===== src/rtl/im_loader.sv =====
// Boot-time program loader: assembles a framed byte stream into 32-bit words, writes them
// to instruction memory from address 0, verifies an XOR checksum and then releases the core.
module im_loader #(
    parameter int ADDR_WIDTH = 8,
    parameter int WORD_WIDTH = 32
) (
    input  logic                  clk,
    input  logic                  asyn_rst,
    input  logic                  start,
    input  logic                  in_valid,
    input  logic [7:0]            in_data,
    output logic                  in_ready,
    output logic                  im_we,
    output logic [ADDR_WIDTH-1:0] im_addr,
    output logic [WORD_WIDTH-1:0] im_wdata,
    output logic                  cpu_run,
    output logic                  busy,
    output logic                  err
);

    typedef enum logic [2:0] {
        S_IDLE,
        S_LEN,
        S_DATA,
        S_CHECK,
        S_DONE,
        S_ERROR
    } state_t;

    state_t                state_q;
    logic [7:0]            len_q;
    logic [7:0]            word_q;
    logic [1:0]            bcnt_q;
    logic [7:0]            acc_q;
    logic [23:0]           shift_q;
    logic                  ready_q;
    logic                  we_q;
    logic [ADDR_WIDTH-1:0] addr_q;
    logic [WORD_WIDTH-1:0] wdata_q;
    logic                  run_q;
    logic                  busy_q;
    logic                  err_q;
    logic                  xfer;

    // A start pulse masks the handshake so a coincident byte is never consumed.
    assign in_ready = ready_q & ~start;
    assign xfer     = in_valid & in_ready;

    assign im_we    = we_q;
    assign im_addr  = addr_q;
    assign im_wdata = wdata_q;
    assign cpu_run  = run_q;
    assign busy     = busy_q;
    assign err      = err_q;

    always_ff @(posedge clk or posedge asyn_rst) begin
        if (asyn_rst) begin
            state_q <= S_IDLE;
            len_q   <= '0;
            word_q  <= '0;
            bcnt_q  <= '0;
            acc_q   <= '0;
            shift_q <= '0;
            ready_q <= 1'b0;
            we_q    <= 1'b0;
            addr_q  <= '0;
            wdata_q <= '0;
            run_q   <= 1'b0;
            busy_q  <= 1'b0;
            err_q   <= 1'b0;
        end else begin
            we_q <= 1'b0;
            if (start) begin
                state_q <= S_LEN;
                ready_q <= 1'b1;
                busy_q  <= 1'b1;
                run_q   <= 1'b0;
                err_q   <= 1'b0;
                word_q  <= '0;
                bcnt_q  <= '0;
                acc_q   <= '0;
            end else begin
                case (state_q)
                    S_LEN: if (xfer) begin
                        len_q   <= in_data;
                        word_q  <= '0;
                        bcnt_q  <= '0;
                        acc_q   <= '0;
                        state_q <= S_DATA;
                    end
                    S_DATA: if (xfer) begin
                        shift_q <= {shift_q[15:0], in_data};
                        acc_q   <= acc_q ^ in_data;
                        bcnt_q  <= bcnt_q + 2'd1;
                        if (bcnt_q == 2'd3) begin
                            we_q    <= 1'b1;
                            wdata_q <= WORD_WIDTH'({shift_q, in_data});
                            addr_q  <= ADDR_WIDTH'(word_q);
                            word_q  <= word_q + 8'd1;
                            if (word_q == len_q) begin
                                state_q <= S_CHECK;
                            end
                        end
                    end
                    S_CHECK: if (xfer) begin
                        ready_q <= 1'b0;
                        busy_q  <= 1'b0;
                        if (in_data == acc_q) begin
                            state_q <= S_DONE;
                            run_q   <= 1'b1;
                        end else begin
                            state_q <= S_ERROR;
                            err_q   <= 1'b1;
                        end
                    end
                    default: ;
                endcase
            end
        end
    end

endmodule


===== config.mk =====
export PLATFORM = sky130hd
export DESIGN_NAME = im_loader
export DESIGN_NICKNAME = d
export VERILOG_FILES = /design/src/rtl/im_loader.sv
export SDC_FILE = /design/constraint.sdc
export NUM_CORES = 1
export LEC_CHECK = 0
export CORE_MARGIN = 2
export CORE_UTILIZATION = 40
export CTS_CLUSTER_DIAMETER = 40
export DETAILED_ROUTE_END_ITERATION = 10
export PLACE_DENSITY_LB_ADDON = 0.2
export SYNTH_ARGS = -nofsm -noshare
export SYNTH_HDL_FRONTEND = slang
export SYNTH_SLANG_ARGS = --single-unit

===== constraint.sdc =====
create_clock -name clk -period 4.22 [get_ports clk]
set_input_delay 0.844 -clock clk [delete_from_list [all_inputs] [get_ports clk]]
set_output_delay 0.844 -clock clk [all_outputs]
set_load 0.005 [all_outputs]

==> impl_metrics.tcl, run 1 <==
set metrics [dict create \
    status "complete, no violations" \
    cts_tree "built" \
    drive_above_1_share_pct 18.7 \
    antenna_found_initial 0 \
    port-buffer-count 56 \
    grt_first_pass_wirelength_mm 13.7 \
    core_area_mm2 0.00982 \
    synth_cells 355 \
    synth_edf_count 0 \
    cts_buffer_depth 2 \
    ys_async_sr_fraction_pct 100 \
    rsz0062_at_grt "false" \
    p_leak_nw 2.37 \
    peakVddDrop_v 0.000155 \
    synth_fa_ha_area_share_pct 0.613 \
    yosysWarnings 0 \
    final_common_cell "dfrtp_1" \
    avgViaCountPerCell 4.87 \
    num_vias 2681 \
    post-route-period-util_pct 69.8 \
    critPathArrivalTime_ns 2.10 \
    fillers 938 \
    tns_ns 0 \
    startpoint_type "primary input" \
    drv_cap 0 \
    grt_max_degree 62 \
    die_area_mm2 0.0110 \
    r2r-start "state_q[2]$_DFFE_PP0P_" \
    combPwrFrac_pct 10.2 \
    grt_pass1_vias 2675 \
    cts.clk_slew.worst_paths_ns 0.10 \
    clk_latency_ns 0.36 \
    rows 36 \
    first_pass_iters 4 \
    min_from "shift_q[23]$_DFFE_PP0P_" \
    first_iter_violations 96 \
    p_per_area_mw_per_mm2 369 \
    synth-seq-cells 97 \
    finalSetupViolations 0 \
    drv_slew 0 \
    routedWlPerCell_um 14.5 \
    drt-total-wl_mm 7.99 \
    synth_compound_area_share_pct 4.82 \
    final_nets 427 \
    startpoint "start" \
    cts_resized 0 \
    crit_fanout 10 \
    postRouteAntennaNets 0 \
    layout_common_cells "dfrtp_1 (97), nand2_1 (83), clkdlybuf4s50_1 (56)" \
    slew_headroom_pct 44.6 \
    synth_nets 369 \
    synth-xor-area-share_pct 4.72 \
    htree_levels 3 \
    cts_setup_buffers 0 \
    gp_congestion 0.794 \
    start_util_pct 41.5 \
    io_pins 57 \
    die_x_um 105 \
    cts_root_buf "clkbuf_8" \
    switchingPower_mw 0.498 \
    track_usage_pct 15.6 \
    fin_skew_ns 0.0109 \
    cts.sinks 97 \
    ys_top_cells_by_area "dfrtp_1 (60%), mux2_2 (13%), nand2_1 (7.6%)" \
    syn2layout_area_growth_pct 22.0 \
    total_power_mw 1.84 \
    yosysTopAreaCell "dfrtp_1" \
    die_h_um 105 \
    ys_seq_area_share_pct 59.5 \
    synth-main-ff-cell "dfrtp_1" \
    hpwl_mm 5.42 \
    p_seq_share_pct 57.9 \
    tightest_slew_ns 0.828 \
    fmaxAchievable_mhz 339 \
    synthMuxAreaShare_pct 13.3 \
    internal-power_mw 1.34 \
    grt.overflow.total 0 \
    period_minus_slack_ns 2.95 \
    hold_class "reg2reg" \
    yosys.area_share.simple_pct 14.7 \
    end_kind "output port" \
    drc 0 \
    ys_types 41 \
    synth.avg_cell_area_um2 11.5 \
    hold_viol 0 \
    synth_top_family_by_area "simple AND/OR/NAND/NOR gates" \
    diodes 0 \
    synth_top_area_share_pct 59.5 \
    cts_hold_buf 0 \
    syn_area_mm2 0.00408 \
    numCtsBuffers 9 \
    switching_share_pct 27.1 \
    p_clk_share_pct 31.9 \
    cp.required_ns 3.38 \
    crit_type "in2out" \
]
-- Yosys cell counts, types with 2 or more instances --
master / n
nor4b_1: 2
mux2_2: 48
nand3_1: 6
nand2_1: 83
buf_2: 9
a21oi_1: 4
xnor2_1: 16
dfrtp_1: 97
nand2b_1: 5
nor2_1: 14
ha_1: 2
o21ai_0: 20
xor2_1: 6
nor3_1: 5
and3b_1: 2
inv_1: 7
clkbuf_1: 5
-- logic make-up (layout without fill, tap and decap cells) --
| group | count (synthesis) | count (layout) |
|---|---|---|
| adder cells (fa/ha/maj) | 2 | 2 |
| multiplexers | 48 | 48 |
| buffers and inverters | 22 | 85 |
| XOR/XNOR | 22 | 22 |
| AO/OA/AOI/OAI | 32 | 32 |
| flip-flops | 97 | 97 |
| AND/OR/NAND/NOR | 132 | 132 |
-- path summary, 6_finish.rpt --
path                                                  to  slack [ns]  cells past startpoint
min in group asynchronous       im_wdata[23]$_DFFE_PP0P_        0.96                      2
worst min register to register   shift_q[23]$_DFFE_PP0P_        0.48                      2
worst max-delay path                            in_ready        1.27                      3
max in group asynchronous           len_q[2]$_DFFE_PP0P_        2.47                      3
worst max register to register  im_wdata[11]$_DFFE_PP0P_        2.06                      6
worst min-delay path             shift_q[23]$_DFFE_PP0P_        0.48                      2
-- flip-flops by register name (all words and copies together) (netlist names), 2 cells and up --
name	cells
shift_q	24
bcnt_q	2
state_q	3
word_q	8
acc_q	8
im_wdata	32
im_addr	8
len_q	8
-- layer usage --
metal	GRT usage (%)	share of wire, %	vias up	wire (µm)
met2	23.7	45	45	3620
li1	-	-	1311	-
met3	2.50	3.7	10	292
met1	22.5	49	1315	3950
met5	0	0	-	0
met4	5.71	1.5	0	120
-- cell type report --
cell class | count | area [µm²] | area share [%]
repair buffers | 62 | 606 | 12.2
clock inverters | 6 | 55.1 | 1.11
flip-flops and latches | 97 | 2430 | 48.8
well taps | 133 | 166 | 3.35
multi-input cells | 236 | 1550 | 31.2
clock buffers | 10 | 138 | 2.77
inverters | 7 | 28.8 | 0.578
-- power groups by stage --
stage	combinational [mW]	sequential (mW)	clock, mW
floorplan	0.145	1.06	0
global placement	0.186	1.08	0
detailed placement	0.191	1.08	0
CTS	0.192	1.06	0.606
global route	0.216	1.07	0.643
finish	0.188	1.06	0.586
-- critical path, cell delays in order --
cell             delay, ns
clkdlybuf4s50_1       0.58
nor2b_1               0.17
clkdlybuf4s50_1       0.51
-- stage by stage --
stage               cell area (µm²)  cells  setup WS, ns  hold WS (ns)  util (%)
floorplan                      4080    355         0.842         0.440         -
global placement               4780    535          1.19         0.453      48.7
detailed placement             4780    535          1.14         0.462      48.7
CTS                            4970    551          1.26         0.488      50.7
global route                   4970    551          1.18         0.516      50.7
finish                         4970    551          1.27         0.483      50.7
No activity file was read; power rests on OpenSTA's default activity.
==> inputs of run 2 (changes only) <==
Clock period 4.22 ns to 2.9 ns, I/O delays scaled along.
==> run 2 against run 1 <==
Utilization grew 0.33 points. Global-route usage increased by 0.50 points. Highest routed layer unchanged. Cell count up 0.36%. Clock skew rose by 0.0029 ns. Non-clock buffer count is 2 higher. Register-to-register slack got worse by 1.1 ns.
==> impl_metrics.tcl, run 2 (synthesized netlist as in run 1, its figures left out) <==
set metrics [dict create \
    status "complete, no violations" \
    drv_slew 0 \
    cp.required_ns 2.32 \
    cts_resized 0 \
    diodes 0 \
    post-route-period-util_pct 77.0 \
    fin_skew_ns 0.0138 \
    cp_cell_sequence "clkdlybuf4s50_1 -> nor2b_1 -> clkdlybuf4s50_1" \
    hpwl_mm 5.47 \
    dp.cells 537 \
    cp_top_family "buffers and inverters" \
    tns_ns 0 \
    gp_congestion 0.813 \
    hold_viol 0 \
    startpoint_type "primary input" \
    hold_path_depth 2 \
    die_area_mm2 0.0110 \
    crit_type "in2out" \
    cts.sinks 97 \
    cp_num_buf_inv 2 \
    max_stage_delay_ns 0.51 \
    fillers 926 \
    slew_headroom_pct 64.5 \
    grt_pass1_vias 2774 \
    end_kind "output port" \
    track_usage_pct 16.1 \
    drt-total-wl_mm 8.16 \
    total_power_mw 2.71 \
    syn2layout_area_growth_pct 22.8 \
    peakVddDrop_v 0.000333 \
    fmaxAchievable_mhz 448 \
    p_per_area_mw_per_mm2 541 \
    cts_tree "built" \
    numCtsBuffers 9 \
    drc 0 \
    fin_cells 553 \
    grt.overflow.total 0 \
    cts_hold_buf 0 \
    postRouteAntennaNets 0 \
    tightest_slew_ns 0.533 \
    final_common_cell "dfrtp_1" \
    grt_first_pass_wirelength_mm 13.9 \
    core_area_mm2 0.00982 \
    start_util_pct 41.5 \
    avgViaCountPerCell 4.89 \
    reg2reg_slack_ns 0.95 \
    cts_root_buf "clkbuf_8" \
    crit_slowest_cell "clkdlybuf4s50_1" \
    die_x_um 105 \
    finalSetupViolations 0 \
    period_minus_slack_ns 2.23 \
    routedWlPerCell_um 14.8 \
    drv_cap 0 \
    grt_max_degree 98 \
    die_h_um 105 \
    first_iter_violations 86 \
    dpl_cell_area_mm2 0.00481 \
    fin_area_mm2 0.00501 \
    rows 36 \
    hold_class "reg2reg" \
    p_leak_nw 2.38 \
    cts.clk_slew.worst_paths_ns 0.10 \
    crit_fanout 3 \
    critPathArrivalTime_ns 1.65 \
    timing.rr.end "err$_DFFE_PP0P_" \
    cts_buffer_depth 2 \
    antenna_found_initial 0 \
    min_from "shift_q[21]$_DFFE_PP0P_" \
    largest_reg_flops 32 \
    r2r-start "state_q[2]$_DFFE_PP0P_" \
    clk_latency_ns 0.37 \
    port-buffer-count 56 \
    crit_path_frequent_cell "clkdlybuf4s50_1" \
    cts_setup_buffers 0 \
    r2r_cells 5 \
    rsz0062_at_grt "false" \
    first_pass_iters 4 \
    layout_common_cells "dfrtp_1 (97), nand2_1 (83), clkdlybuf4s50_1 (56)" \
    io_pins 57 \
    whs_endpoint "shift_q[21]$_DFFE_PP0P_" \
    final_nets 429 \
    drive_above_1_share_pct 18.8 \
    num_vias 2706 \
    htree_levels 3 \
    timing.hold.ws_ns 0.485 \
]
run 2: changes by cell type in the layout (fill, tap and decap cells not counted):
cell        before  now
inv_8            1    0
inv_4            1    0
clkinvlp_4       0    3
buf_4            6    7
clkinv_4         2    0
buf_12           0    1
inv_6            3    0
clkbuf_1         0    1
bufinv_16        0    1
clkinv_2         0    2
run 2: cell type report:
class | count | area [µm²] | area share (%)
Multi-Input combinational cell | 236 | 1550 | 31.0
Clock inverter | 5 | 55.1 | 1.10
Timing Repair Buffer | 64 | 633 | 12.6
Inverter | 7 | 30.0 | 0.600
Clock buffer | 11 | 141 | 2.82
Sequential cell | 97 | 2430 | 48.5
Tap cell | 133 | 166 | 3.32
run 2: report_power, final:
part           internal [mW]  switching, mW
combinational          0.135          0.142
clock                  0.420          0.461
sequential              1.46         0.0863
run 2: per-layer routing:
metal / GRT usage, % / part of all wire (%) / up-vias
met5: 0 / 0 / -
met4: 8.57 / 2.1 / 0
met3: 2.68 / 3.3 / 10
met2: 24.5 / 45 / 42
met1: 22.0 / 49 / 1342
li1: - / - / 1312
run 2: tightest hold or removal path, cell delays in order (launching register included):
cell and delay, ns:
dfrtp_1 0.35, nand2_1 0.05, nand2_1 0.06
run 2: how the worst max path moves through the flow:
stage             start         endpoint  slack (ns)  cells after the start
2_1_floorplan  in_valid  err$_DFFE_PP0P_        0.95                      6
3_3_place_gp   in_valid  err$_DFFE_PP0P_        0.41                      6
3_5_place_dp   in_valid  err$_DFFE_PP0P_        0.36                      6
4_1_cts           start         in_ready        0.66                      3
5_1_grt           start         in_ready        0.62                      3
6_report          start         in_ready        0.67                      3
run 2: per-stage QoR:
stage	utilization [%]	setup WS (ns)
global route	51.0	0.622
finish	51.0	0.668
floorplan	-	0.950
global placement	49.0	0.415
detailed placement	49.0	0.357
CTS	51.0	0.662
==> inputs of run 3 (changes only) <==
Clock period 2.9 ns to 1.85 ns, I/O delays scaled along.
==> run 3 against run 2 <==
Worst hold slack worse by 0.25 ns. Sequential cell count unchanged. Clock power up 76%. Highest routed layer unchanged. Setup slack worse by 0.58 ns. Critical path depth up 3. Register-to-register slack worse by 0.82 ns.
==> impl_metrics.tcl, run 3 (synthesized netlist as in run 1, its figures left out) <==
set metrics [dict create \
    routedWlPerCell_um 14.5 \
    peakVddDrop_v 0.000358 \
    grt_max_degree 58 \
    timing.hold.ws_ns 0.240 \
    io_pins 57 \
    first_iter_violations 84 \
    drt-total-wl_mm 8.50 \
    tightest_slew_ns 0.352 \
    num_vias 2832 \
    layout_common_cells "dfrtp_1 (97), nand2_1 (83), clkdlybuf4s50_1 (55)" \
    p_leak_nw 2.57 \
    drive_above_1_share_pct 25.1 \
    maxUsedRoutingLayer "met4" \
    hpwl_mm 5.89 \
    finalSetupViolations 0 \
    rows 36 \
    die_x_um 105 \
    cts.sinks 97 \
    grt_pass1_vias 2921 \
    diodes 0 \
    met3_length_um 382 \
    gp_congestion 0.795 \
    status "complete, no violations" \
    multiInputGateArea_mm2 0.00156 \
    critPathArrivalTime_ns 2.02 \
    m1WireLength_mm 4.08 \
    avgViaCountPerCell 4.85 \
    start_util_pct 41.5 \
    cts_hold_buf 0 \
    cp.required_ns 2.11 \
    numCtsBuffers 9 \
    core_area_mm2 0.00982 \
    crit_fanout 3 \
    max_stage_delay_ns 0.53 \
    dpl_cell_area_mm2 0.00507 \
    die_h_um 105 \
    final_common_cell "dfrtp_1" \
    syn2layout_area_growth_pct 30.3 \
    total_power_mw 4.47 \
    dp.cells 567 \
    startpoint_type "primary input" \
    final_nets 460 \
    cts_root_buf "clkbuf_8" \
    antenna_found_initial 0 \
    drv_slew 0 \
    rsz0062_at_grt "true" \
    fin_skew_ns 0.00883 \
    port-buffer-count 56 \
    drv_cap 0 \
    htree_levels 3 \
    hold_viol 0 \
    period_minus_slack_ns 1.76 \
    largest_reg_flops 32 \
    post-route-period-util_pct 95.4 \
    drc 0 \
    cp_cell_sequence "clkdlybuf4s50_1 -> and3b_2 -> nand2_2 -> or4_4 -> and2_4 -> o41ai_2" \
    postRouteAntennaNets 0 \
    hold_class "in2async" \
    clk_latency_ns 0.36 \
    first_pass_iters 4 \
    die_area_mm2 0.0110 \
    dr_wl_met2_mm 3.93 \
    cts_buffer_depth 2 \
    fin_area_mm2 0.00532 \
    grt_first_pass_wirelength_mm 14.3 \
    crit_type "in2reg" \
    grt.overflow.total 0 \
    cts_tree "built" \
    end_kind "register" \
    seqCellArea_mm2 0.00243 \
    fillers 922 \
    p_per_area_mw_per_mm2 841 \
    crit_slowest_cell "or4_4" \
    slew_headroom_pct 76.2 \
    fmaxAchievable_mhz 567 \
    track_usage_pct 16.4 \
    cts.clk_slew.worst_paths_ns 0.10 \
    fin_cells 584 \
]
-- run 3: cell types whose count changed in the layout (fill, tap and decap cells not counted), sizes merged --
| cell | delta |
|---|---|
| clkdlybuf4s50 | -1 |
| clkbuf | -1 |
| dlygate4sd2 | +1 |
| clkinvlp | -1 |
| bufinv | +1 |
| buf | +31 |
| inv | +1 |
-- run 3: power by group --
part           leakage (nW)  switching, mW  internal, mW
Sequential             1.32          0.135          2.29
Combinational          1.13          0.241         0.256
Clock                 0.113          0.746         0.804
-- run 3: worst max-delay path: cells and delay by family --
family / cells / cell delay (ns)
buffers and inverters: 1 / 0.47
AND/OR/NAND/NOR: 4 / 0.99
AO/OA/AOI/OAI: 1 / 0.19
-- run 3: metrics by stage --
step | setup slack (ns) | util (%) | setup TNS [ns]
global placement | -0.350 | 51.7 | -14.36
detailed placement | -0.410 | 51.7 | -16.40
finish | 0.0856 | 54.1 | 0
global route | -0.00409 | 54.1 | -0.00685
floorplan | 0.0419 | - | 0
CTS | 0.00176 | 54.0 | 0
-- run 3: area by class of cell --
class	instances	area share, %
tap	133	3.13
clock buffer	10	2.59
sequential	97	45.7
timing repair buffer	95	17.0
multi-input combinational	236	29.3
clock inverter	6	1.69
inverter	7	0.565
-- run 3: metal layers --
layer  global-route usage, %  up-vias
met1                    22.6     1397
met3                    3.62        8
met4                    6.67        0
li1                        -     1368
met2                    25.0       59
met5                       0        -
-- run 3: timing repair --
item / in CTS / in global routing
endpoints found under the hold margin: 0 / 0
cloned: 0 / 0
buffers inserted: 0 / 1
pin swaps: 1 / 4
setup endpoints to repair: 2 / 12
resized for setup: 3 / 2
-- run 3: final timing paths --
| check | start | endpoint | slack, ns | depth (start not counted) |
|---|---|---|---|---|
| max | in_valid | err$_DFFE_PP0P_ | 0.09 | 6 |
| min | asyn_rst | im_wdata[31]$_DFFE_PP0P_ | 0.24 | 2 |
| max reg2reg | state_q[1]$_DFFE_PP0P_ | err$_DFFE_PP0P_ | 0.13 | 5 |
| min reg2reg | shift_q[20]$_DFFE_PP0P_ | shift_q[20]$_DFFE_PP0P_ | 0.48 | 2 |
| max in group asynchronous | asyn_rst | len_q[7]$_DFFE_PP0P_ | 1.11 | 3 |
| min in group clk | shift_q[20]$_DFFE_PP0P_ | shift_q[20]$_DFFE_PP0P_ | 0.48 | 2 |
